===== src/rtl/rr_bus_arbiter.sv =====
// Round-robin arbiter for one shared downstream resource: grant, hold, hold-limit release, one-cycle gap.
// Optional macro RR_ARB_LOCK_EN adds a lock input that suppresses the hold-limit release.
module rr_bus_arbiter #(
  parameter  int N        = 4,
  parameter  int MAX_HOLD = 8,
  localparam int IDW      = $clog2(N)
) (
  input  logic           clk,
  input  logic           rst_n,
  input  logic [N-1:0]   req,
`ifdef RR_ARB_LOCK_EN
  input  logic           lock,
`endif
  output logic [N-1:0]   grant,
  output logic [IDW-1:0] grant_id,
  output logic           busy,
  output logic           preempt
);

  localparam int HW = $clog2(MAX_HOLD);

  localparam logic [IDW:0]   N_W       = (IDW+1)'(N);
  localparam logic [IDW-1:0] ID_ONE    = IDW'(1);
  localparam logic [IDW-1:0] ID_LAST   = IDW'(N - 1);
  localparam logic [HW-1:0]  HOLD_ONE  = HW'(1);
  localparam logic [HW-1:0]  HOLD_LAST = HW'(MAX_HOLD - 1);
  localparam logic [N-1:0]   ONE_HOT0  = N'(1);

  typedef enum logic [1:0] {
    ST_IDLE  = 2'd0,
    ST_GRANT = 2'd1,
    ST_GAP   = 2'd2
  } state_e;

  state_e         state_q;
  logic [N-1:0]   grant_q;
  logic [IDW-1:0] grant_id_q;
  logic           busy_q;
  logic           preempt_q;
  logic [IDW-1:0] ptr_q;
  logic [HW-1:0]  hold_cnt_q;

  logic           arb_vld_d;
  logic [IDW-1:0] arb_id_d;
  logic [IDW-1:0] ptr_d;
  logic           owner_req_s;

  // Circular first-set search starting at p; returns {valid, index}.
  function automatic logic [IDW:0] rr_pick(input logic [N-1:0] r, input logic [IDW-1:0] p);
    logic           found;
    logic [IDW-1:0] sel;
    logic [IDW:0]   cand;
    found = 1'b0;
    sel   = '0;
    for (int k = 0; k < N; k++) begin
      cand  = {1'b0, p} + (IDW+1)'(k);
      cand  = (cand >= N_W) ? (cand - N_W) : cand;
      sel   = (!found && r[cand[IDW-1:0]]) ? cand[IDW-1:0] : sel;
      found = found | r[cand[IDW-1:0]];
    end
    return {found, sel};
  endfunction

  // Arbitration result, pointer successor of the current owner, and owner request sample.
  always_comb begin
    {arb_vld_d, arb_id_d} = rr_pick(req, ptr_q);
    if (grant_id_q == ID_LAST) begin
      ptr_d = '0;
    end else begin
      ptr_d = grant_id_q + ID_ONE;
    end
    owner_req_s = req[grant_id_q];
  end

  // Ownership FSM; every output is a register updated here.
  always_ff @(posedge clk or negedge rst_n) begin
    if (!rst_n) begin
      state_q    <= ST_IDLE;
      grant_q    <= '0;
      grant_id_q <= '0;
      busy_q     <= 1'b0;
      preempt_q  <= 1'b0;
      ptr_q      <= '0;
      hold_cnt_q <= '0;
    end else begin
      preempt_q <= 1'b0;
      case (state_q)
        ST_IDLE, ST_GAP: begin
          hold_cnt_q <= '0;
          if (arb_vld_d) begin
            state_q    <= ST_GRANT;
            grant_q    <= ONE_HOT0 << arb_id_d;
            grant_id_q <= arb_id_d;
            busy_q     <= 1'b1;
          end else begin
            state_q    <= ST_IDLE;
            grant_q    <= '0;
            grant_id_q <= '0;
            busy_q     <= 1'b0;
          end
        end
        ST_GRANT: begin
          if (!owner_req_s) begin
            state_q    <= ST_GAP;
            grant_q    <= '0;
            grant_id_q <= '0;
            busy_q     <= 1'b0;
            ptr_q      <= ptr_d;
            hold_cnt_q <= '0;
          end else if (hold_cnt_q == HOLD_LAST) begin
`ifdef RR_ARB_LOCK_EN
            if (lock) begin
              hold_cnt_q <= HOLD_LAST;
            end else begin
              state_q    <= ST_GAP;
              grant_q    <= '0;
              grant_id_q <= '0;
              busy_q     <= 1'b0;
              preempt_q  <= 1'b1;
              ptr_q      <= ptr_d;
              hold_cnt_q <= '0;
            end
`else
            state_q    <= ST_GAP;
            grant_q    <= '0;
            grant_id_q <= '0;
            busy_q     <= 1'b0;
            preempt_q  <= 1'b1;
            ptr_q      <= ptr_d;
            hold_cnt_q <= '0;
`endif
          end else begin
            hold_cnt_q <= hold_cnt_q + HOLD_ONE;
          end
        end
        default: begin
          // Unused encoding: fall back to a clean idle with no owner.
          state_q    <= ST_IDLE;
          grant_q    <= '0;
          grant_id_q <= '0;
          busy_q     <= 1'b0;
          hold_cnt_q <= '0;
        end
      endcase
    end
  end

  assign grant    = grant_q;
  assign grant_id = grant_id_q;
  assign busy     = busy_q;
  assign preempt  = preempt_q;

endmodule


===== config.mk =====
export PLATFORM = sky130hd
export DESIGN_NAME = rr_bus_arbiter
export DESIGN_NICKNAME = d
export VERILOG_FILES = /design/src/rtl/rr_bus_arbiter.sv
export SDC_FILE = /design/constraint.sdc
export NUM_CORES = 1
export LEC_CHECK = 0
export ABC_CLOCK_PERIOD_IN_PS = 3550
export CAP_MARGIN = 20
export CORE_UTILIZATION = 52
export DETAILED_ROUTE_END_ITERATION = 12
export PLACE_DENSITY = 0.81
export SETUP_SLACK_MARGIN = 0.05
export SYNTH_ARGS = -nofsm -noshare
export SYNTH_HDL_FRONTEND = slang
export SYNTH_SLANG_ARGS = --single-unit

===== constraint.sdc =====
create_clock -name clk -period 3.55 [get_ports clk]
set_input_delay 0.355 -clock clk [delete_from_list [all_inputs] [get_ports clk]]
set_output_delay 0.355 -clock clk [all_outputs]
set_load 0.05 [all_outputs]

==> results of run 1 <==
## path summary, 6_finish.rpt
kind,to,depth (start not counted)
worst min register to register,hold_cnt_q[0]$_DFF_PN0_,1
worst max-delay path,grant_id[0],1
worst min-delay path,preempt$_DFF_PN0_,1
worst max register to register,ptr_q[0]$_DFFE_PN0P_,4
max in group asynchronous,grant_id[0]$_DFFE_PN0P_,1
min in group clk,hold_cnt_q[0]$_DFF_PN0_,1
## power groups by stage
stage	sequential [mW]	clock [mW]	combinational [mW]
2_1_floorplan	0.373	0	0.197
5_1_grt	0.279	0.125	0.432
4_1_cts	0.274	0.115	0.406
3_3_place_gp	0.273	0	0.393
3_5_place_dp	0.277	0	0.401
6_report	0.274	0.116	0.403
## logic make-up (layout without fill, tap and decap cells)
kind of cell / count (synthesis) / after routing / synth area share, %
multiplexers: 4 / 4 / 7.91
AO/OA/AOI/OAI: 13 / 13 / 14.4
AND/OR/NAND/NOR: 17 / 17 / 18.7
flip-flops: 14 / 14 / 50.4
adder cells (fa/ha/maj): 3 / 3 / 5.40
buffers and inverters: 4 / 19 / 3.24
## cell type report
| cell class | count | share of cell area, % |
|---|---|---|
| clock buffer | 4 | 4.20 |
| timing repair buffer | 13 | 15.1 |
| sequential | 14 | 40.5 |
| tap | 14 | 2.03 |
| inverter | 2 | 0.868 |
| multi-input combinational | 37 | 37.3 |
## routing by layer
layer	GRT usage [%]	vias to the layer above	share of wire [%]
li1	-	231	-
met2	28.7	11	46
met1	32.4	224	50
met3	3.47	5	3.3
met4	10.3	0	1.5
met5	0	-	0
## stage by stage
step | worst slack [ns] | std cells
after CTS | 1.62 | 84
after global placement | 1.39 | 80
final | 1.62 | 84
after global routing | 1.57 | 84
after detailed placement | 1.35 | 80
after floorplan | 1.49 | 55
## cells in the final DEF (no fill, tap or decap), types with 2 or more instances in the layout
cell / instances
dfrtp_1: 14
clkdlybuf4s50_1: 13
and2_1: 3
a21oi_1: 3
o2bb2ai_1: 3
ha_1: 3
clkbuf_4: 3
nor2b_4: 2
nor2_1: 2
inv_1: 2
nand2_1: 2
nand2b_1: 2
a32o_1: 2
mux2_2: 2
## registers in the layout, indices dropped and copies added, names as in the netlist
| signal | flops |
|---|---|
| ptr_q | 2 |
| hold_cnt_q | 3 |
| preempt | 1 |
| grant | 4 |
| state_q | 2 |
| grant_id | 2 |
==> results.yml, run 1 <==
setup_path:
  critPathLaunch: "grant_id[0]$_DFFE_PN0P_"
  cp_num_buf_inv: 1
  ff2ff_setup_slack_ns: 1.72
  path_cells: "clkdlybuf4s50_1"
  worst_setup_path_end_kind: "output port"
  cp.required_ns: 3.19
  cp_slowest_cell: "clkdlybuf4s50_1"
  cp-start-kind: "flip-flop"
  critPathMaxStageDelay_ns: 0.84
  worstSetupPathType: "reg -> out"
  r2r_start: "grant_id[0]$_DFFE_PN0P_"
  worstPathMaxFanout: 5
  crit_arrival_ns: 1.57
  crit_family: "buffers and inverters"
sta:
  grt_setup_unrepaired: "false"
  tns_ns: 0
  period_needed_ns: 1.93
  whs_ns: 0.445
  max_freq_ghz: 0.519
  fin_crit_sh_pct: 54.3
  clock_skew_ns: 0.00256
  slew_headroom_pct: 59.1
  hold_viol_final: 0
  setup_viol: 0
  final_max_slew_viol_count: 0
  worst_pin_slew_ns: 0.612
cts:
  cts-root-buf: "clkbuf_4"
  clkSinkCount: 14
  htree_levels: 1
  ctsHoldBuffers: 0
  post-cts-setup-buffers: 0
  clock_path_buffers: 2
  clkTransAtPathRegs_ns: 0.09
  clkLatencyLatePin_ns: 0.28
  cts_made_buffers: 3
  post_cts_resized: 0
  tritoncts: "done"
pwr:
  ir_worst_vdd_mv: 0.549
  power.density_nw_per_um2: 918
  power_switching_mw: 0.342
  cellLeakagePower_nw: 0.395
  seqPwrFrac_pct: 34.5
  pwr-share-clk_pct: 14.7
  switching_share_pct: 43.1
  power_mw: 0.794
  p_comb_share_pct: 50.8
  intPower_mw: 0.452
synth:
  yosysMostFrequentCell: "dfrtp_1"
  synth-seq-cells: 14
  yosysUniqueCellTypes: 27
  synthCells: 55
  synthesis.nets: 64
  synthTopCellsByArea: "dfrtp_1 50%, ha_1 5.4%, nor2b_4 4.0%"
  synth_edf_count: 0
  synth_common_cells: "14 x dfrtp_1, 3 x a21oi_1, 3 x and2_1, 3 x ha_1, 3 x o2bb2ai_1"
  yosysWarnings: 0
  async_reset_ff_share_pct: 100
  syn_area_um2: 696
  synth_top_area_share_pct: 50.4
  ys_seq_area_share_pct: 50.4
  yosysTopAreaCell: "dfrtp_1"
  ys.flop_type: "dfrtp_1"
  avgSynthCellArea_um2: 12.6
routing:
  routed_wl_mm: 1.29
  drt_first_pass_iters: 4
  viasPerCell: 5.61
  drc: 0
  antenna_left: 0
  vias: 471
  wl_per_cell_um: 15.4
  drtIter0Drc: 11
placed_design:
  placed_area_um2: 828
  port_buffers: 13
  dp_hpwl_um: 970
  gp_congestion: 0.723
finish:
  drive_above_1_share_pct: 15.7
  n_fill_cell: 76
  diodes: 0
  seq_area_um2: 350
  fin_util_pct: 73.8
  multi_input_area_um2: 323
  stdcell_area_um2: 865
  area_delta_synth_final_pct: 24.3
  nets: 80
floorplan:
  coreArea_um2: 1170
  die_x_um: 38.6
  dieArea_um2: 1490
  die_h_um: 38.6
  boundaryPins: 14
  fp-row-count: 12
  start_util_pct: 59.4
global_routing:
  grt_pass1_wl_mm: 2.05
  grt_overflow: 0
  antenna_found_initial: 0
  grt_max_degree: 15
  grt_pass1_vias: 433
  grt_usage_pct: 21.2
outcome:
  status: "finished clean"
flow_run:
  max-cap-violations: 0
hold_path:
  worstHoldPathType: "in -> async"
Note: power is estimated with default switching activity, not from simulation.
==> run 2, diff against run 1 <==
--- a/config.mk
+++ b/config.mk
@@ -5,11 +5,11 @@
 export SDC_FILE = /design/constraint.sdc
 export NUM_CORES = 1
 export LEC_CHECK = 0
-export ABC_CLOCK_PERIOD_IN_PS = 3550
+export ABC_CLOCK_PERIOD_IN_PS = 1800
 export CAP_MARGIN = 20
-export CORE_UTILIZATION = 52
+export CORE_UTILIZATION = 48
 export DETAILED_ROUTE_END_ITERATION = 12
-export PLACE_DENSITY = 0.81
+export PLACE_DENSITY = 0.75
 export SETUP_SLACK_MARGIN = 0.05
 export SYNTH_ARGS = -nofsm -noshare
 export SYNTH_HDL_FRONTEND = slang
==> constraint.sdc (replaced) <==
create_clock -name clk -period 1.8 [get_ports clk]
set_input_delay 0.18 -clock clk [delete_from_list [all_inputs] [get_ports clk]]
set_output_delay 0.18 -clock clk [all_outputs]
set_load 0.05 [all_outputs]
==> run 2 against run 1 <==
Register-to-register slack worse by 1.7 ns. Clock skew up 0.012 ns. Sequential share of layout area down 3.2 points. Setup slack worse by 1.6 ns.
==> results.yml, run 2 (synthesis results as in run 1) <==
setup_path:
  worstSetupPathType: "in -> reg"
  cp_slowest_cell: "mux4_2"
  worst_setup_path_end_kind: "flip-flop"
  crit_family: "multiplexers"
  cp.required_ns: 1.97
  critPathMaxStageDelay_ns: 0.51
  path_cells: "clkdlybuf4s50_1 -> mux4_2 -> nor2b_4 -> nor3b_4 -> mux2_4"
  cp_num_buf_inv: 1
  crit_arrival_ns: 1.91
  cp-start-kind: "input pin"
  worstPathMaxFanout: 5
placed_design:
  port_buffers: 13
  dp_hpwl_mm: 1.01
  gp_congestion: 0.833
  dpl_worst_slack_ns: -0.219
floorplan:
  fp-row-count: 13
  start_util_pct: 52.8
  coreArea_um2: 1320
  boundaryPins: 14
  dieArea_um2: 1610
  die_h_um: 40.1
  die_x_um: 40.1
finish:
  layout_common_cells: "13 x dfrtp_1, 11 x clkdlybuf4s50_1, 7 x buf_4"
  nets: 87
  n_fill_cell: 97
  area_delta_synth_final_pct: 35.4
  diodes: 0
  layout_commonest_cell: "dfrtp_1"
  drive_above_1_share_pct: 27.3
  largest_register_ffs: 4
cts:
  clkTransAtPathRegs_ns: 0.10
  htree_levels: 1
  clock_path_buffers: 2
  cts_made_buffers: 3
  clkLatencyLatePin_ns: 0.29
  cts-root-buf: "clkbuf_4"
  tritoncts: "done"
  clkSinkCount: 14
pwr:
  ir_worst_vdd_mv: 1.10
  seqPwrFrac_pct: 31.8
  power_mw: 1.69
  power_switching_mw: 0.713
  intPower_mw: 0.978
  power.density_nw_per_um2: 1790
  pwr-share-clk_pct: 13.8
  p_comb_share_pct: 54.4
  cellLeakagePower_nw: 0.459
  switching_share_pct: 42.2
sta:
  max_freq_ghz: 0.574
  grt_setup_unrepaired: "true"
  hold_viol_final: 0
  fin_ws_ns: 0.0588
  setup_viol: 0
  worst_pin_slew_ns: 0.626
  clock_skew_ns: 0.0144
  slew_headroom_pct: 58.1
  period_needed_ns: 1.74
  final_max_slew_viol_count: 0
  fin_crit_sh_pct: 96.7
global_routing:
  grt_pass1_wl_mm: 2.10
  grt_usage_pct: 20.5
  grt_overflow: 0
  grt_pass1_vias: 471
  grt_max_degree: 15
  antenna_found_initial: 0
routing:
  routed_wl_mm: 1.43
  wl_per_cell_um: 15.5
  drc: 0
  viasPerCell: 5.27
  vias: 485
  drt_first_pass_iters: 2
  drtIter0Drc: 1
  antenna_left: 0
flow_run:
  max-cap-violations: 0
outcome:
  status: "finished clean"
hold_path:
  worstHoldPathType: "in -> async"
-- run 2: changes by cell type in the layout (fill, tap and decap cells not counted), sizes merged --
| cell | delta |
|---|---|
| buf | +7 |
| clkdlybuf4s50 | -2 |
| dlygate4sd2 | +1 |
| dlymetal6s2s | +1 |
-- run 2: timing repair --
action / CTS / global route
endpoints found under the setup margin: 1 / 3
hold buffers: 0 / 0
setup buffers: 0 / 2
gates resized for setup: 1 / 3
pin swaps: 0 / 1
-- run 2: area by class of cell --
cell class	instances	area (µm²)	area share (%)
flip-flops and latches	14	352	37.3
multi-input cells	37	344	36.5
repair buffers	20	184	19.5
clock buffers	4	36.3	3.85
well taps	15	18.8	1.99
inverters	2	7.51	0.797
-- run 2: routing by layer --
| metal | GRT usage, % | wire [µm] |
|---|---|---|
| met1 | 27.7 | 703 |
| met2 | 31.5 | 648 |
| met3 | 5.00 | 48 |
| met4 | 7.76 | 24 |
| met5 | 0 | 0 |
-- run 2: metrics by stage --
stage | hold slack, ns | instances | setup TNS (ns) | area (µm²) | util (%)
after detailed placement | 0.430 | 86 | -0.678 | 882 | 67.0
after global placement | 0.431 | 86 | -0.493 | 882 | 67.0
after global routing | 0.320 | 92 | 0 | 942 | 71.5
after floorplan | -0.116 | 55 | -0.327 | 711 | -
after CTS | 0.294 | 90 | 0 | 917 | 69.6
final | 0.266 | 92 | 0 | 942 | 71.5
-- run 2: worst paths after layout --
| check | start | endpoint | slack, ns | cells after the start |
|---|---|---|---|---|
| worst max register to register | grant_id[0]$_DFFE_PN0P_ | ptr_q[1]$_DFFE_PN0P_ | 0.06 | 4 |
| max in group asynchronous | rst_n | grant_id[0]$_DFFE_PN0P_ | 1.08 | 1 |
| worst min register to register | hold_cnt_q[0]$_DFF_PN0_ | hold_cnt_q[0]$_DFF_PN0_ | 0.44 | 1 |
| worst min-delay path | rst_n | state_q[1]$_DFFE_PN0P_ | 0.27 | 1 |
| worst max-delay path | req[3] | ptr_q[1]$_DFFE_PN0P_ | 0.06 | 5 |
| min in group clk | hold_cnt_q[0]$_DFF_PN0_ | hold_cnt_q[0]$_DFF_PN0_ | 0.44 | 1 |
-- run 2: worst register-to-register path: stages, from the launching register on --
cell     delay (ns)
dfrtp_2        0.39
mux4_2         0.51
nor2b_4        0.15
nor3b_4        0.26
mux2_4         0.32
-- run 2: power groups by stage --
| stage | registers (mW) | clock network [mW] | logic (mW) |
|---|---|---|---|
| 6_report | 0.537 | 0.234 | 0.919 |
| 5_1_grt | 0.552 | 0.250 | 0.979 |
| 4_1_cts | 0.538 | 0.234 | 0.863 |
| 3_5_place_dp | 0.542 | 0 | 0.865 |
| 3_3_place_gp | 0.535 | 0 | 0.855 |
| 2_1_floorplan | 0.739 | 0 | 0.420 |
